`src/rtl/expand_tokens_if.sv`:
```
// Token stream bundle between a producer and the expand_tokens stage.
interface expand_tokens_if;
  logic a;
  logic flush;
  logic b;
  logic busy;
  logic overflow;

  modport master (
    output a,
    output flush,
    input  b,
    input  busy,
    input  overflow
  );

  modport slave (
    input  a,
    input  flush,
    output b,
    output busy,
    output overflow
  );
endinterface

```
`src/rtl/expand_tokens.sv`:
```
// Serial token expander: each input token becomes FACTOR output tokens via a saturating backlog.
// Optional sticky overflow flag is built only when EXPAND_TOKENS_OVERFLOW_EN is defined.
module expand_tokens #(
  parameter int FACTOR = 2,
  parameter int CNT_W  = 4
) (
  input  logic            clk,
  input  logic            rst,
  expand_tokens_if.slave  tok
);

  localparam int SUM_W = CNT_W + 2;
  localparam logic [SUM_W-1:0] MAX_S    = {2'b00, {CNT_W{1'b1}}};
  localparam logic [SUM_W-1:0] FACTOR_S = SUM_W'(FACTOR);
  localparam logic [SUM_W-1:0] ONE_S    = {{(SUM_W-1){1'b0}}, 1'b1};
  localparam logic [SUM_W-1:0] ZERO_S   = {SUM_W{1'b0}};

  logic [CNT_W-1:0] cnt_q;
  logic [CNT_W-1:0] cnt_d;
  logic             busy_q;
  logic             busy_d;
  logic [SUM_W-1:0] sum_s;
  logic             b_s;
  logic             sat_s;

  // Emit whenever a token arrives or backlog remains; silent while in reset.
  assign b_s = rst & (tok.a | (cnt_q != {CNT_W{1'b0}}));

  // Backlog arithmetic carries two extra bits so the add cannot wrap and the subtract cannot go negative.
  always_comb begin
    sum_s  = {2'b00, cnt_q} + (tok.a ? FACTOR_S : ZERO_S) - (b_s ? ONE_S : ZERO_S);
    sat_s  = (sum_s > MAX_S);
    cnt_d  = sat_s ? {CNT_W{1'b1}} : sum_s[CNT_W-1:0];
    busy_d = (cnt_d != {CNT_W{1'b0}});
  end

  // Backlog and busy registers; flush discards whatever is still owed.
  always_ff @(posedge clk) begin
    if (!rst) begin
      cnt_q  <= {CNT_W{1'b0}};
      busy_q <= 1'b0;
    end else if (tok.flush) begin
      cnt_q  <= {CNT_W{1'b0}};
      busy_q <= 1'b0;
    end else begin
      cnt_q  <= cnt_d;
      busy_q <= busy_d;
    end
  end

`ifdef EXPAND_TOKENS_OVERFLOW_EN
  logic overflow_q;

  // Sticky loss indication; flush takes priority over a same-cycle saturation.
  always_ff @(posedge clk) begin
    if (!rst) begin
      overflow_q <= 1'b0;
    end else if (tok.flush) begin
      overflow_q <= 1'b0;
    end else if (sat_s) begin
      overflow_q <= 1'b1;
    end else begin
      overflow_q <= overflow_q;
    end
  end

  assign tok.overflow = overflow_q;
`else
  assign tok.overflow = 1'b0;
`endif

  assign tok.b    = b_s;
  assign tok.busy = busy_q;

endmodule

```
`src/flat_wrapper.sv`:
```
// flat-port wrapper written by rule: the top's interface ports become plain ports
module expand_tokens_flat 
#(
  parameter int FACTOR = 2,
  parameter int CNT_W  = 4
)
  (clk, rst, tok_a, tok_flush, tok_b, tok_busy, tok_overflow);
  expand_tokens_if tok_i ();
  input  logic clk;
  input  logic rst;
  input wire logic [$bits(tok_i.a)-1:0] tok_a;
  input wire logic [$bits(tok_i.flush)-1:0] tok_flush;
  output wire logic [$bits(tok_i.b)-1:0] tok_b;
  output wire logic [$bits(tok_i.busy)-1:0] tok_busy;
  output wire logic [$bits(tok_i.overflow)-1:0] tok_overflow;
  assign tok_i.a = tok_a;
  assign tok_i.flush = tok_flush;
  assign tok_b = tok_i.b;
  assign tok_busy = tok_i.busy;
  assign tok_overflow = tok_i.overflow;
  expand_tokens #(.FACTOR(FACTOR), .CNT_W(CNT_W)) u_core (.clk(clk), .rst(rst), .tok(tok_i));
endmodule
```
`config.mk`:
```
export PLATFORM = sky130hd
export DESIGN_NAME = expand_tokens_flat
export DESIGN_NICKNAME = d
export VERILOG_FILES = /design/src/rtl/expand_tokens_if.sv /design/src/rtl/expand_tokens.sv /design/src/flat_wrapper.sv
export SDC_FILE = /design/constraint.sdc
export NUM_CORES = 1
export LEC_CHECK = 0
export BUFFER_PORTS_ARGS = -buffer_cell sky130_fd_sc_hd__buf_4
export CAP_MARGIN = 30
export CORE_AREA = 2 2 39 41
export CTS_BUF_LIST = sky130_fd_sc_hd__clkbuf_4
export CTS_CLUSTER_DIAMETER = 40
export CTS_CLUSTER_SIZE = 10
export DETAILED_ROUTE_END_ITERATION = 8
export DIE_AREA = 0 0 41 43
export PLACE_DENSITY_LB_ADDON = 0.3
export SLEW_MARGIN = 20
export SYNTH_ARGS = -nofsm -noshare
export SYNTH_HDL_FRONTEND = slang
export SYNTH_SLANG_ARGS = --single-unit
```
`constraint.sdc`:
```
create_clock -name clk -period 2.2 [get_ports clk]
set_clock_uncertainty 0.15 [all_clocks]
set_input_delay 0.55 -clock clk [delete_from_list [all_inputs] [get_ports clk]]
set_output_delay 0.55 -clock clk [all_outputs]
set_load 0.02 [all_outputs]
```
* Word level (Yosys, flattened, before mapping)
Cells that the tools add are included.
** Operators by class
- Add/subtract/negate cells :: 2
- Order comparisons :: 1
- Mux-type cells :: 3
- Bitwise gates (word level) :: 3
- Reductions and logical operators :: 3
** Operator list (number)
- nonzero test 4 bit :: 2
- adder 4 x 6 -> 6 bit :: 1
- > comparator 6 x 4 -> 1 bit, second input constant :: 1
- subtractor 6 bit :: 1
- 2-to-1 mux 4 bit :: 1
- 2-to-1 mux 2 bit :: 1
- OR reduction 2 bit :: 1
- AND 1 bit :: 1
- 2-to-1 mux 1 bit :: 1
- NOT 1 bit :: 1
- OR 1 bit :: 1
** Storage, ports and cells
- Flip-flop bits (word level) :: 5
- Bits of input ports :: 4
- Output and inout bits :: 3
- Word-level logic and storage cells :: 14

* Depth between registers and ports, before layout
- Depth in word-level cells :: 8
- Depth in mapped cells :: 11
- Depth with buffers taken out :: 11

* Worst setup path before layout
Ideal clock, no wire load.
- Path kind :: reg2reg
- Start :: register u_core.cnt_q[2]
- End :: register u_core.busy_q, in the netlist u_core.tok.busy
- Library setup time :: 74 ps
- Arrival time :: 2266 ps
- Required time :: 1976 ps
- Setup slack :: -291 ps
- Stages on the path, launching flop included :: 12
- Buffers on the path :: 0
- Period minus slack after synthesis :: 2491 ps
- Cell sequence :: dfxtp_1 > inv_1 > ha_1 > a41oi_1 > ha_1 > inv_1 > ha_1 > inv_1 > fa_1 > nand2_1 > nor2_1 > a31oi_1
** On the way
- Cells in the longest elaborated chain, start to end :: 8
- Elaborated cells between the ends (all ways) :: 9
- Those cells by class :: 2 x add/sub; 1 x order compare; 2 x mux; 2 x bitwise; 2 x reduce/logical
** Ends and longest elaborated chain
- from (decl) :: RTL line expand_tokens.sv:18 : logic [CNT_W-1:0] cnt_q;
- from (signal assigned) :: RTL line expand_tokens.sv:40 : cnt_q <= {CNT_W{1'b0}};
- from (signal assigned) :: RTL line expand_tokens.sv:43 : cnt_q <= {CNT_W{1'b0}};
- from (signal assigned) :: RTL line expand_tokens.sv:46 : cnt_q <= cnt_d;
- nonzero test 4 bit * :: RTL line expand_tokens.sv:27 : assign b_s = rst & (tok.a | (cnt_q != {CNT_W{1'b0}}));
- OR 1 bit * :: RTL line expand_tokens.sv:27
- AND 1 bit * :: RTL line expand_tokens.sv:27
- named net tok_b :: RTL line flat_wrapper.sv:13 : output wire logic [$bits(tok_i.b)-1:0] tok_b;
- 2-to-1 mux 1 bit * :: RTL line expand_tokens.sv:31 : sum_s = {2'b00, cnt_q} + (tok.a ? FACTOR_S : ZERO_S) - (b_s ? ONE_S : ZERO_S);
- subtractor 6 bit * :: RTL line expand_tokens.sv:31
- > comparator 6 x 4 -> 1 bit :: RTL line expand_tokens.sv:32 : sat_s = (sum_s > MAX_S);
- 2-to-1 mux 4 bit * :: RTL line expand_tokens.sv:33 : cnt_d = sat_s ? {CNT_W{1'b1}} : sum_s[CNT_W-1:0];
- nonzero test 4 bit * :: RTL line expand_tokens.sv:34 : busy_d = (cnt_d != {CNT_W{1'b0}});
- to (signal assigned) :: RTL line expand_tokens.sv:47 : busy_q <= busy_d;
- to (decl) :: RTL line expand_tokens.sv:20 : logic busy_q;
Mark *: on every way through the listed nets, which the timed path passes. The rest lies on a longest branch.
A chain may end at the register's enable or synchronous reset.

* Final worst setup path
- Start :: register u_core.cnt_q[2]
- End :: register u_core.busy_q, in the netlist u_core.tok.busy
** On the way
- Cells in the longest elaborated chain, start to end :: 8
- Elaborated cells between the ends (all ways) :: 9
- Those cells by class :: 2 x add/sub; 1 x order compare; 2 x mux; 2 x bitwise; 2 x reduce/logical
** Ends and longest elaborated chain (RTL line)
- branches (longest 4 deep; another with adder 4 x 6 -> 6 bit)
- subtractor 6 bit * :: expand_tokens.sv:31
- > comparator 6 x 4 -> 1 bit :: expand_tokens.sv:32
- 2-to-1 mux 4 bit * :: expand_tokens.sv:33
- nonzero test 4 bit * :: expand_tokens.sv:34
Every way passes the cells marked *.

==> results.py <==
metrics = {
    "setup_path": {
        "crit_type": "reg -> reg",
        "cp_max_fo": 2,
        "end_kind": "flip-flop",
        "r2r_start": "u_core.cnt_q[2]",
        "r2r_end": "u_core.tok.busy",
        "setup.worst_path.start_class": "flip-flop",
        "reg2reg_slack_ns": 0.11,
        "rr_worst_depth": 11,
        "worstPathArrival_ns": 2.05,
        "worst-endpoint-required_ns": 2.16,
    },
    "sta": {
        "period_share_pct": 94.9,
        "final_hold_viol_count": 0,
        "drv_slew": 0,
        "setup_viol": 0,
        "max_freq_mhz": 479,
        "finalSetupTns_ns": 0,
        "fin_ws_ns": 0.111,
        "layout_min_cycle_time_ns": 2.09,
        "whs_ns": 0.529,
    },
    "power": {
        "irDropWorstVdd_mv": 0.414,
        "p_sw_mw": 0.147,
        "p_int_mw": 0.296,
        "switching_share_pct": 33.2,
        "leakage_nw": 0.246,
        "pwr-share-seq_pct": 24.4,
        "power.share.clock_pct": 25.7,
        "combPwrFrac_pct": 49.9,
        "p_per_area_nw_per_um2": 837,
    },
    "finish": {
        "drive_gt1_share_pct": 49.1,
        "antenna-diode-count": 0,
        "final_cells": 71,
        "syn_to_final_growth_pct": 46.4,
        "fin_util_pct": 38.2,
        "n_fill_cell": 139,
        "final_nets": 68,
    },
    "hold_path": {
        "hp-class": "in -> reg",
        "min_delay_path_depth": 3,
        "min_to": "u_core.cnt_q[0]",
        "hold_start": "tok_flush",
    },
    "cts": {
        "clk_pin_slew_ns": 0.04,
        "cts_buffers": 3,
        "insertion_delay_ns": 0.23,
        "h-tree-depth": 1,
        "cts-root-buf": "clkbuf_4",
        "cts_tree": "built",
        "clockBufferDepth": 2,
        "cts_sinks": 5,
    },
    "route": {
        "detail-route-antenna-nets": 0,
        "vias_per_cell": 4.34,
        "via_count": 308,
        "wire_per_inst_um": 9.46,
        "drc": 0,
        "drt-total-wl_um": 672,
        "first_pass_iters": 4,
        "first_iter_violations": 2,
    },
    "global_routing": {
        "antenna_found_initial": 0,
        "grt_max_degree": 6,
        "grt.total_usage_pct": 9.76,
        "grt.overflow.total": 0,
        "grt_first_pass_wirelength_mm": 1.06,
        "first_global_vias": 261,
    },
    "floorplanning": {
        "coreArea_sq_um": 1380,
        "num_io_pins": 7,
        "dieArea_sq_um": 1760,
        "dieWidth_um": 41,
        "num_rows": 14,
        "die_y_um": 43,
        "initial_utilization_pct": 26.1,
    },
    "run_status": {
        "status": "complete, no violations",
    },
    "place": {
        "numPortBuffers": 5,
        "dpl.cell_count": 66,
        "dp_hpwl_um": 559,
        "place.gp.congestion": 0.714,
        "dp_slack_ns": -0.109,
    },
    "logic_synthesis": {
        "ys_types": 16,
        "syn_avg_cell_area_sq_um": 8.82,
        "netlist_instances": 41,
        "synth_area_leaders": "dfxtp_1, ha_1, inv_1",
        "ys_seq_area_share_pct": 27.7,
        "yosysWarnings": 0,
        "synth_area_leader_cell": "dfxtp_1",
        "synthesis.area_sq_um": 362,
        "synth_top_area_share_pct": 27.7,
        "ys_ff_latch": 5,
        "synth_fp_nets": 53,
    },
    "job": {
        "max-cap-violations": 0,
    },
}
==> cells in the final DEF (no fill, tap or decap), drive strengths merged <==
master / count
o21bai: 1
clkbuf: 4
dfxtp: 5
nand2b: 1
nand2: 2
inv: 10
nand3b: 1
a31oi: 3
buf: 11
a21oi: 4
xnor2: 1
nor2: 1
a41oi: 1
o21ai: 1
conb: 1
fa: 1
ha: 7
==> metrics by stage <==
step	instance area [sq um]	power, mW
detailed placement	477	0.313
global route	529	0.492
floorplan	389	0.250
global placement	477	0.313
finish	529	0.443
CTS	507	0.433
==> worst max path at each step <==
stage               startpoint              end  slack, ns  cells after the start
6_report       u_core.cnt_q[2]  u_core.tok.busy       0.11                     11
5_1_grt        u_core.cnt_q[2]  u_core.tok.busy     -0.003                     11
3_5_place_dp             tok_a  u_core.tok.busy      -0.11                     10
4_1_cts        u_core.cnt_q[2]  u_core.tok.busy       0.03                     10
2_1_floorplan  u_core.cnt_q[3]  u_core.tok.busy       0.01                     11
3_3_place_gp             tok_a  u_core.tok.busy      -0.10                     10
==> cells by family after synthesis <==
group	count (synthesis)	synth area share (%)
flip-flops	5	27.7
XOR/XNOR	1	4.50
buffers and inverters	11	12.5
other	1	1.04
AND/OR/NAND/NOR	5	6.92
AO/OA/AOI/OAI	10	17.6
adder cells (fa/ha/maj)	8	29.8
==> Yosys cell counts <==
master,count
inv_1,10
ha_1,7
dfxtp_1,5
a21oi_1,4
a31oi_1,3
nand2_1,2
a41oi_1,1
buf_4,1
conb_1,1
fa_1,1
nand2b_1,1
nand3b_1,1
nor2_1,1
o21ai_0,1
o21bai_2,1
xnor2_2,1
==> sequential cells by signal, summed over array words and instances, names as in the netlist <==
register         count
u_core.cnt_q         4
u_core.tok.busy      1
==> routing by layer <==
| metal | vias to the layer above | GRT usage (%) | part of all wire [%] | wire, um |
|---|---|---|---|---|
| li1 | 162 | - | - | - |
| met1 | 136 | 10.4 | 43 | 286 |
| met2 | 10 | 13.8 | 49 | 331 |
| met3 | 0 | 9.42 | 8.0 | 54 |
| met4 | 0 | 2.00 | 0 | 0 |
| met5 | - | 0 | 0 | 0 |
==> critical path, cell delays in order (launching register included) <==
cell and delay (ns):
dfxtp_2 0.32, inv_2 0.07, ha_4 0.14, a41oi_4 0.09
ha_2 0.18, inv_1 0.05, ha_2 0.18, inv_2 0.04
fa_2 0.54, nand2_1 0.06, nor2_1 0.08, a31oi_1 0.07
==> cell type report <==
type                       instances  area (sq um)  share of cell area, %
multi-input combinational         25           255                   48.2
sequential                         5           101                   19.1
timing repair buffer              11          82.6                   15.6
inverter                          10          40.0                   7.57
clock buffer                       4          30.0                   5.67
tap                               16          20.0                   3.78
==> timing repair <==
action	in CTS	in global routing
setup endpoints to repair	0	4
hold buffers	0	0
gates resized for setup	0	5
setup buffers	0	1
==> power by group through the flow <==
stage / clock, mW / combinational (mW) / sequential [mW]
floorplan: 0 / 0.138 / 0.112
global placement: 0 / 0.204 / 0.109
detailed placement: 0 / 0.205 / 0.109
CTS: 0.120 / 0.206 / 0.107
global route: 0.138 / 0.245 / 0.110
finish: 0.114 / 0.221 / 0.108
Note: power is estimated with default switching activity, not from simulation.
